===== config.mk =====
export PLATFORM = sky130hd
export DESIGN_NAME = idex_pipe_reg_flat
export DESIGN_NICKNAME = d
export VERILOG_FILES = /design/src/rtl/idex_pipe_reg_if.sv /design/src/rtl/idex_pipe_reg.sv /design/src/flat_wrapper.sv
export SDC_FILE = /design/constraint.sdc
export NUM_CORES = 1
export LEC_CHECK = 0
export CORE_AREA = 2 2 175 177
export CTS_CLUSTER_SIZE = 40
export DETAILED_ROUTE_END_ITERATION = 6
export DIE_AREA = 0 0 177 179
export HOLD_SLACK_MARGIN = 0.12
export SLEW_MARGIN = 20
export SYNTH_ARGS = -nofsm -noshare
export SYNTH_HDL_FRONTEND = slang
export SYNTH_SLANG_ARGS = --single-unit

===== constraint.sdc =====
create_clock -name clk -period 1.38 [get_ports clk]
set_input_delay 0.414 -clock clk [delete_from_list [all_inputs] [get_ports clk]]
set_output_delay 0.414 -clock clk [all_outputs]
set_load 0.1 [all_outputs]

===== src/rtl/idex_pipe_reg_if.sv =====
// Bundle of decode-side inputs, hazard controls and execute-side outputs of the ID/EX register.
// The master side is decode plus the hazard unit; the slave side is the pipeline register.
interface idex_pipe_reg_if #(
  parameter int XLEN      = 32,
  parameter int REG_AW    = 5,
  parameter int ALUCTRL_W = 4,
  parameter int PERF_W    = 32
);
  logic                 FlushE;
  logic                 StallE;
  logic                 PerfClr;

  logic                 ValidD;
  logic                 RegWriteD;
  logic                 MemWriteD;
  logic                 MemReadD;
  logic                 JumpD;
  logic                 BranchD;
  logic                 ALUSrcD;
  logic [1:0]           ResultSrcD;
  logic [ALUCTRL_W-1:0] ALUControlD;
  logic [XLEN-1:0]      RD1D;
  logic [XLEN-1:0]      RD2D;
  logic [XLEN-1:0]      ImmExtD;
  logic [XLEN-1:0]      PCD;
  logic [XLEN-1:0]      PCPlus4D;
  logic [REG_AW-1:0]    Rs1D;
  logic [REG_AW-1:0]    Rs2D;
  logic [REG_AW-1:0]    RdD;

  logic                 ValidE;
  logic                 RegWriteE;
  logic                 MemWriteE;
  logic                 MemReadE;
  logic                 JumpE;
  logic                 BranchE;
  logic                 ALUSrcE;
  logic [1:0]           ResultSrcE;
  logic [ALUCTRL_W-1:0] ALUControlE;
  logic [XLEN-1:0]      RD1E;
  logic [XLEN-1:0]      RD2E;
  logic [XLEN-1:0]      ImmExtE;
  logic [XLEN-1:0]      PCE;
  logic [XLEN-1:0]      PCPlus4E;
  logic [REG_AW-1:0]    Rs1E;
  logic [REG_AW-1:0]    Rs2E;
  logic [REG_AW-1:0]    RdE;

  logic [PERF_W-1:0]    BubbleCount;
  logic [PERF_W-1:0]    StallCount;

  modport master (
    output FlushE, StallE, PerfClr,
    output ValidD, RegWriteD, MemWriteD, MemReadD, JumpD, BranchD, ALUSrcD,
    output ResultSrcD, ALUControlD, RD1D, RD2D, ImmExtD, PCD, PCPlus4D,
    output Rs1D, Rs2D, RdD,
    input  ValidE, RegWriteE, MemWriteE, MemReadE, JumpE, BranchE, ALUSrcE,
    input  ResultSrcE, ALUControlE, RD1E, RD2E, ImmExtE, PCE, PCPlus4E,
    input  Rs1E, Rs2E, RdE,
    input  BubbleCount, StallCount
  );

  modport slave (
    input  FlushE, StallE, PerfClr,
    input  ValidD, RegWriteD, MemWriteD, MemReadD, JumpD, BranchD, ALUSrcD,
    input  ResultSrcD, ALUControlD, RD1D, RD2D, ImmExtD, PCD, PCPlus4D,
    input  Rs1D, Rs2D, RdD,
    output ValidE, RegWriteE, MemWriteE, MemReadE, JumpE, BranchE, ALUSrcE,
    output ResultSrcE, ALUControlE, RD1E, RD2E, ImmExtE, PCE, PCPlus4E,
    output Rs1E, Rs2E, RdE,
    output BubbleCount, StallCount
  );
endinterface


===== src/rtl/idex_pipe_reg.sv =====
// ID/EX pipeline register with flush (bubble) and stall (hold) control from the hazard unit.
// Define IDEX_PERF_EN to build the saturating bubble/stall performance counters.
module idex_pipe_reg #(
  parameter int XLEN      = 32,
  parameter int REG_AW    = 5,
  parameter int ALUCTRL_W = 4,
  parameter int PERF_W    = 32
) (
  input logic          clk,
  input logic          rst,
  idex_pipe_reg_if.slave bus
);

  // A flush zeroes every field so the hazard unit sees no register match against a bubble.
  always_ff @(posedge clk) begin
    if (rst || bus.FlushE) begin
      bus.ValidE      <= 1'b0;
      bus.RegWriteE   <= 1'b0;
      bus.MemWriteE   <= 1'b0;
      bus.MemReadE    <= 1'b0;
      bus.JumpE       <= 1'b0;
      bus.BranchE     <= 1'b0;
      bus.ALUSrcE     <= 1'b0;
      bus.ResultSrcE  <= 2'b00;
      bus.ALUControlE <= {ALUCTRL_W{1'b0}};
      bus.RD1E        <= {XLEN{1'b0}};
      bus.RD2E        <= {XLEN{1'b0}};
      bus.ImmExtE     <= {XLEN{1'b0}};
      bus.PCE         <= {XLEN{1'b0}};
      bus.PCPlus4E    <= {XLEN{1'b0}};
      bus.Rs1E        <= {REG_AW{1'b0}};
      bus.Rs2E        <= {REG_AW{1'b0}};
      bus.RdE         <= {REG_AW{1'b0}};
    end else if (!bus.StallE) begin
      // An invalid decode slot must not cause any architectural side effect downstream.
      bus.ValidE      <= bus.ValidD;
      bus.RegWriteE   <= bus.RegWriteD & bus.ValidD;
      bus.MemWriteE   <= bus.MemWriteD & bus.ValidD;
      bus.MemReadE    <= bus.MemReadD  & bus.ValidD;
      bus.JumpE       <= bus.JumpD     & bus.ValidD;
      bus.BranchE     <= bus.BranchD   & bus.ValidD;
      bus.ALUSrcE     <= bus.ALUSrcD;
      bus.ResultSrcE  <= bus.ResultSrcD;
      bus.ALUControlE <= bus.ALUControlD;
      bus.RD1E        <= bus.RD1D;
      bus.RD2E        <= bus.RD2D;
      bus.ImmExtE     <= bus.ImmExtD;
      bus.PCE         <= bus.PCD;
      bus.PCPlus4E    <= bus.PCPlus4D;
      bus.Rs1E        <= bus.Rs1D;
      bus.Rs2E        <= bus.Rs2D;
      bus.RdE         <= bus.RdD;
    end
  end

`ifdef IDEX_PERF_EN
  logic [PERF_W-1:0] bubble_count;
  logic [PERF_W-1:0] stall_count;

  // Counters stick at all-ones rather than wrapping so a long run never reads as small.
  always_ff @(posedge clk) begin
    if (rst || bus.PerfClr) begin
      bubble_count <= {PERF_W{1'b0}};
      stall_count  <= {PERF_W{1'b0}};
    end else begin
      if (bus.FlushE && (bubble_count != {PERF_W{1'b1}})) begin
        bubble_count <= bubble_count + 1'b1;
      end
      if (bus.StallE && !bus.FlushE && (stall_count != {PERF_W{1'b1}})) begin
        stall_count <= stall_count + 1'b1;
      end
    end
  end

  assign bus.BubbleCount = bubble_count;
  assign bus.StallCount  = stall_count;
`else
  logic unused_perf_clr;

  assign unused_perf_clr = bus.PerfClr;
  assign bus.BubbleCount = {PERF_W{1'b0}};
  assign bus.StallCount  = {PERF_W{1'b0}};
`endif

endmodule


===== src/flat_wrapper.sv =====
// flat-port wrapper written by rule: the top's interface ports become plain ports
module idex_pipe_reg_flat 
#(
  parameter int XLEN      = 32,
  parameter int REG_AW    = 5,
  parameter int ALUCTRL_W = 4,
  parameter int PERF_W    = 32
)
  (clk, rst, bus_FlushE, bus_StallE, bus_PerfClr, bus_ValidD, bus_RegWriteD, bus_MemWriteD, bus_MemReadD, bus_JumpD, bus_BranchD, bus_ALUSrcD, bus_ResultSrcD, bus_ALUControlD, bus_RD1D, bus_RD2D, bus_ImmExtD, bus_PCD, bus_PCPlus4D, bus_Rs1D, bus_Rs2D, bus_RdD, bus_ValidE, bus_RegWriteE, bus_MemWriteE, bus_MemReadE, bus_JumpE, bus_BranchE, bus_ALUSrcE, bus_ResultSrcE, bus_ALUControlE, bus_RD1E, bus_RD2E, bus_ImmExtE, bus_PCE, bus_PCPlus4E, bus_Rs1E, bus_Rs2E, bus_RdE, bus_BubbleCount, bus_StallCount);
  idex_pipe_reg_if #(.XLEN(XLEN), .REG_AW(REG_AW), .ALUCTRL_W(ALUCTRL_W), .PERF_W(PERF_W)) bus_i ();
  input logic clk;
  input logic rst;
  input wire logic [$bits(bus_i.FlushE)-1:0] bus_FlushE;
  input wire logic [$bits(bus_i.StallE)-1:0] bus_StallE;
  input wire logic [$bits(bus_i.PerfClr)-1:0] bus_PerfClr;
  input wire logic [$bits(bus_i.ValidD)-1:0] bus_ValidD;
  input wire logic [$bits(bus_i.RegWriteD)-1:0] bus_RegWriteD;
  input wire logic [$bits(bus_i.MemWriteD)-1:0] bus_MemWriteD;
  input wire logic [$bits(bus_i.MemReadD)-1:0] bus_MemReadD;
  input wire logic [$bits(bus_i.JumpD)-1:0] bus_JumpD;
  input wire logic [$bits(bus_i.BranchD)-1:0] bus_BranchD;
  input wire logic [$bits(bus_i.ALUSrcD)-1:0] bus_ALUSrcD;
  input wire logic [$bits(bus_i.ResultSrcD)-1:0] bus_ResultSrcD;
  input wire logic [$bits(bus_i.ALUControlD)-1:0] bus_ALUControlD;
  input wire logic [$bits(bus_i.RD1D)-1:0] bus_RD1D;
  input wire logic [$bits(bus_i.RD2D)-1:0] bus_RD2D;
  input wire logic [$bits(bus_i.ImmExtD)-1:0] bus_ImmExtD;
  input wire logic [$bits(bus_i.PCD)-1:0] bus_PCD;
  input wire logic [$bits(bus_i.PCPlus4D)-1:0] bus_PCPlus4D;
  input wire logic [$bits(bus_i.Rs1D)-1:0] bus_Rs1D;
  input wire logic [$bits(bus_i.Rs2D)-1:0] bus_Rs2D;
  input wire logic [$bits(bus_i.RdD)-1:0] bus_RdD;
  output wire logic [$bits(bus_i.ValidE)-1:0] bus_ValidE;
  output wire logic [$bits(bus_i.RegWriteE)-1:0] bus_RegWriteE;
  output wire logic [$bits(bus_i.MemWriteE)-1:0] bus_MemWriteE;
  output wire logic [$bits(bus_i.MemReadE)-1:0] bus_MemReadE;
  output wire logic [$bits(bus_i.JumpE)-1:0] bus_JumpE;
  output wire logic [$bits(bus_i.BranchE)-1:0] bus_BranchE;
  output wire logic [$bits(bus_i.ALUSrcE)-1:0] bus_ALUSrcE;
  output wire logic [$bits(bus_i.ResultSrcE)-1:0] bus_ResultSrcE;
  output wire logic [$bits(bus_i.ALUControlE)-1:0] bus_ALUControlE;
  output wire logic [$bits(bus_i.RD1E)-1:0] bus_RD1E;
  output wire logic [$bits(bus_i.RD2E)-1:0] bus_RD2E;
  output wire logic [$bits(bus_i.ImmExtE)-1:0] bus_ImmExtE;
  output wire logic [$bits(bus_i.PCE)-1:0] bus_PCE;
  output wire logic [$bits(bus_i.PCPlus4E)-1:0] bus_PCPlus4E;
  output wire logic [$bits(bus_i.Rs1E)-1:0] bus_Rs1E;
  output wire logic [$bits(bus_i.Rs2E)-1:0] bus_Rs2E;
  output wire logic [$bits(bus_i.RdE)-1:0] bus_RdE;
  output wire logic [$bits(bus_i.BubbleCount)-1:0] bus_BubbleCount;
  output wire logic [$bits(bus_i.StallCount)-1:0] bus_StallCount;
  assign bus_i.FlushE = bus_FlushE;
  assign bus_i.StallE = bus_StallE;
  assign bus_i.PerfClr = bus_PerfClr;
  assign bus_i.ValidD = bus_ValidD;
  assign bus_i.RegWriteD = bus_RegWriteD;
  assign bus_i.MemWriteD = bus_MemWriteD;
  assign bus_i.MemReadD = bus_MemReadD;
  assign bus_i.JumpD = bus_JumpD;
  assign bus_i.BranchD = bus_BranchD;
  assign bus_i.ALUSrcD = bus_ALUSrcD;
  assign bus_i.ResultSrcD = bus_ResultSrcD;
  assign bus_i.ALUControlD = bus_ALUControlD;
  assign bus_i.RD1D = bus_RD1D;
  assign bus_i.RD2D = bus_RD2D;
  assign bus_i.ImmExtD = bus_ImmExtD;
  assign bus_i.PCD = bus_PCD;
  assign bus_i.PCPlus4D = bus_PCPlus4D;
  assign bus_i.Rs1D = bus_Rs1D;
  assign bus_i.Rs2D = bus_Rs2D;
  assign bus_i.RdD = bus_RdD;
  assign bus_ValidE = bus_i.ValidE;
  assign bus_RegWriteE = bus_i.RegWriteE;
  assign bus_MemWriteE = bus_i.MemWriteE;
  assign bus_MemReadE = bus_i.MemReadE;
  assign bus_JumpE = bus_i.JumpE;
  assign bus_BranchE = bus_i.BranchE;
  assign bus_ALUSrcE = bus_i.ALUSrcE;
  assign bus_ResultSrcE = bus_i.ResultSrcE;
  assign bus_ALUControlE = bus_i.ALUControlE;
  assign bus_RD1E = bus_i.RD1E;
  assign bus_RD2E = bus_i.RD2E;
  assign bus_ImmExtE = bus_i.ImmExtE;
  assign bus_PCE = bus_i.PCE;
  assign bus_PCPlus4E = bus_i.PCPlus4E;
  assign bus_Rs1E = bus_i.Rs1E;
  assign bus_Rs2E = bus_i.Rs2E;
  assign bus_RdE = bus_i.RdE;
  assign bus_BubbleCount = bus_i.BubbleCount;
  assign bus_StallCount = bus_i.StallCount;
  idex_pipe_reg #(.XLEN(XLEN), .REG_AW(REG_AW), .ALUCTRL_W(ALUCTRL_W), .PERF_W(PERF_W)) u_core (.clk(clk), .rst(rst), .bus(bus_i));
endmodule

## Yosys cells after proc, flatten, opt, wreduce, memory -nomap -nowiden

Cells that the tools add are included.

| operators by class | value |
|---|---|
| bitwise operators | 5 |
| reductions and logical operators | 1 |

Operators with widths:

| cell | count |
|---|---|
| $and 1x1->1 | 5 |
| $logic_or 1x1->1 | 1 |

| word-level totals | value |
|---|---|
| bits in registers | 188 |
| output and inout bits | 252 |

## Depth between registers and ports, before layout

| logic depth | value |
|---|---|
| word-level depth | 1 |
| mapped depth | 5 |

## Worst setup path before layout

OpenSTA, ideal clock, no wires.

| path | value |
|---|---|
| path kind | register to output |
| start | reg u_core.bus.BranchE |
| end | out bus_BranchE |
| data arrival time | 925 ps |
| data required time | 966 ps |
| slack | 41 ps |
| cell stages (with the launch flop) | 1 |
| buffers on the path | 0 |
| cell sequence | dfxtp_1 |

RTL lines:

| element | RTL line | text |
|---|---|---|
| start: declaration | idex_pipe_reg_if.sv:68 | `output ValidE, RegWriteE, MemWriteE, MemReadE, JumpE, BranchE, ALUSrcE,` |
| start signal: assignment | idex_pipe_reg.sv:41 | `bus.BranchE <= bus.BranchD & bus.ValidD;` |
| end: declaration | flat_wrapper.sv:38 | `output wire logic [$bits(bus_i.BranchE)-1:0] bus_BranchE;` |

No word-level cell between the ends.

## Worst setup path after layout

| path | value |
|---|---|
| start | reg u_core.bus.PCE[9] |
| end | out bus_PCE[9] |

RTL lines:

| element | RTL line | text |
|---|---|---|
| start: declaration | idex_pipe_reg_if.sv:69 | `output ResultSrcE, ALUControlE, RD1E, RD2E, ImmExtE, PCE, PCPlus4E,` |
| start signal: assignment | idex_pipe_reg.sv:29 | `bus.PCE <= {XLEN{1'b0}};` |
| start signal: assignment | idex_pipe_reg.sv:48 | `bus.PCE <= bus.PCD;` |
| end: declaration | flat_wrapper.sv:45 | `output wire logic [$bits(bus_i.PCE)-1:0] bus_PCE;` |

No word-level cell between the ends.

==> flow_metrics.py <==
metrics = {
    "outcome": {
        "status": "complete, but fails checks",
        "violations": "negative setup slack",
    },
    "global_routing": {
        "grt_pass1_vias": 5811,
        "use_met1_pct": 14.5,
        "grt_usage_pct": 13.5,
        "gr-usage-met3_pct": 6.55,
        "antenna_found_initial": 0,
        "grt_max_degree": 28,
        "top_usage_layer": "met2",
        "overflow": 0,
        "grt_pass1_wl_um": 32700,
        "grtUsageMet2_pct": 23.5,
    },
    "die": {
        "io_pins": 445,
        "die_y_um": 179,
        "initial_core_util_pct": 24.1,
        "core_mm2": 0.0300,
        "dieArea_mm2": 0.0317,
        "rows": 64,
        "die_width_um": 177,
    },
    "placed_design": {
        "place.gp.congestion": 0.707,
        "dpl-instance-area_mm2": 0.0132,
        "hpwlAfterDp_um": 17100,
        "io_buffer_count": 379,
    },
    "finish": {
        "drive_above_1_share_pct": 40.9,
        "n_antenna_cell": 0,
        "nets": 1261,
        "stdcell_area_mm2": 0.0140,
        "layout_common_cells": "200 x buf_12, 190 x clkdlybuf4s50_1, 183 x mux2i_1, 183 x nor2_1, 177 x dfxtp_2",
        "fillerInstances": 2730,
        "layout-area-overhead-vs-synth_pct": 94.4,
        "fin_util_pct": 46.8,
        "final_common_cell": "buf_12",
    },
    "critical_path": {
        "timing.rr.start": "u_core.bus.PCPlus4E[7]",
        "cp_max_fo": 2,
        "worstPathCellList": "buf_12",
        "slowest_stage": "dfxtp_4",
        "reg2reg_slack_ns": 0.64,
        "setup.worst_path.start_class": "flop",
        "worstSetupPathType": "reg -> out",
        "crit_family": "flip-flops",
        "cp.arrival_ns": 0.99,
        "cp_num_buf_inv": 1,
        "cp_slowest_stage_delay_ns": 0.38,
        "r2r_end": "u_core.bus.PCPlus4E[7]",
        "cp_data_required_time_ns": 0.97,
        "reg2reg_depth": 3,
        "cp-end-kind": "output port",
    },
    "route": {
        "vias": 5825,
        "viasPerCell": 3.95,
        "drt-total-wl_um": 22100,
        "firstDrtPassIters": 4,
        "initialDrtViolationCount": 205,
        "postRouteAntennaNets": 0,
        "drt-wirelength-per-cell_um": 15.0,
        "drc": 0,
    },
    "logic_synthesis": {
        "yosysWarnings": 0,
        "ys_seq_area_share_pct": 52.1,
        "synth.distinct_cells": 12,
        "ys_seq_elements": 188,
        "synth_cells": 678,
        "syn_area_mm2": 0.00723,
        "syn_avg_cell_area_um2": 10.7,
    },
    "sta": {
        "fmax_mhz": 715,
        "period_share_pct": 101,
        "skew_ns": 0,
        "final-hold-violation-count": 0,
        "setup-tns-final_ns": -0.191,
        "setup_viol": 38,
        "slew_viol_final": 0,
        "min_period_ns": 1.40,
        "worst_slack_ns": -0.0193,
        "rsz0062_at_grt": "true",
    },
    "hold_path": {
        "min_delay_worst_endpoint": "u_core.bus.RD1E[23]",
        "hold_path.class": "in -> reg",
        "whs_path_depth": 3,
        "min_from": "bus_StallE",
    },
    "clock_network": {
        "h-tree-depth": 4,
        "clockBufferDepth": 2,
        "cts_tree": "built",
        "numClockSinks": 188,
        "numCtsBuffers": 17,
        "hold_buffers": 0,
        "insertion_delay_ns": 0.43,
        "cts_root_buffer": "clkbuf_16",
        "clkTransAtPathRegs_ns": 0.07,
    },
    "power": {
        "leakage_nw": 5.96,
        "peakVddDrop_v": 0.000779,
        "p_total_mw": 14.9,
        "pwr_density_cell_mw_per_mm2": 1060,
    },
    "job": {
        "drv_cap": 0,
    },
}
how the worst max path moves through the flow:
stage / to / cells after the start / from / slack, ns
2_1_floorplan: bus_BranchE / 0 / u_core.bus.BranchE / 0.04
3_3_place_gp: u_core.bus.JumpE / 5 / bus_FlushE / -0.24
3_5_place_dp: u_core.bus.JumpE / 5 / bus_FlushE / -0.25
4_1_cts: bus_PCE[9] / 1 / u_core.bus.PCE[9] / -0.06
5_1_grt: bus_PCE[9] / 1 / u_core.bus.PCE[9] / -0.07
6_report: bus_PCE[9] / 1 / u_core.bus.PCE[9] / -0.02
worst min-delay path, cell delays in order:
cell	delay, ns
buf_8	0.16
mux2i_1	0.14
nor2_1	0.07
cells in the mapped netlist, drive strengths merged:
| master | n | area, um2 |
|---|---|---|
| nand3b | 5 | 37.5 |
| dfxtp | 188 | 3760 |
| nor2 | 183 | 687 |
| mux2i | 183 | 1830 |
| buf | 101 | 830 |
| a21oi | 5 | 25.0 |
| clkbuf | 6 | 22.5 |
| nand2 | 5 | 18.8 |
| conb | 1 | 3.75 |
| or2 | 1 | 6.26 |
area by class of cell:
type / count / area [um2] / share of cell area (%)
multi-input combinational: 446 / 2850 / 20.3
clock inverter: 9 / 114 / 0.810
timing repair buffer: 415 / 6100 / 43.4
sequential: 188 / 4030 / 28.7
clock buffer: 22 / 464 / 3.30
tap: 396 / 495 / 3.53
sequential cells by signal, indices dropped and copies added, names as in the netlist, 5 cells and up:
signal	cells
u_core.bus.RD1E	32
u_core.bus.RD2E	32
u_core.bus.Rs2E	5
u_core.bus.Rs1E	5
u_core.bus.PCPlus4E	32
u_core.bus.PCE	32
u_core.bus.ImmExtE	32
u_core.bus.RdE	5
through the flow:
step                std cells  hold slack, ns  worst slack [ns]
detailed placement       1443           0.490            -0.252
floorplan                 741           0.558            0.0414
finish                   1476           0.399           -0.0193
global route             1476           0.409           -0.0652
global placement         1443           0.488            -0.236
CTS                      1475           0.387           -0.0556
where the power goes:
group          internal [mW]  leakage, nW  switching, mW
clock                   2.77        0.261           2.25
sequential              5.62         1.62          0.187
combinational           1.51         4.08           2.60
total                   9.90         5.96           5.04
cells by family after synthesis:
| family | Yosys count | synth area share (%) |
|---|---|---|
| simple gates | 194 | 10.4 |
| flops | 188 | 52.1 |
| mux | 183 | 25.4 |
| buf+inv | 107 | 11.8 |
| compound gates | 5 | 0.346 |
| other cells | 1 | 0.0519 |
routing by layer:
| layer | share of wire [%] | up-vias |
|---|---|---|
| met3 | 10 | 14 |
| met2 | 51 | 242 |
| met1 | 37 | 2697 |
| met5 | 0 | - |
| li1 | - | 2872 |
| met4 | 1.1 | 0 |
repair_timing:
action                     4_1_cts  5_1_grt
hold endpoints to repair         0        0
setup buffers                    1        1
setup endpoints to repair      188      188
resized for setup              193        6
Note: power is estimated with default switching activity, not from simulation.
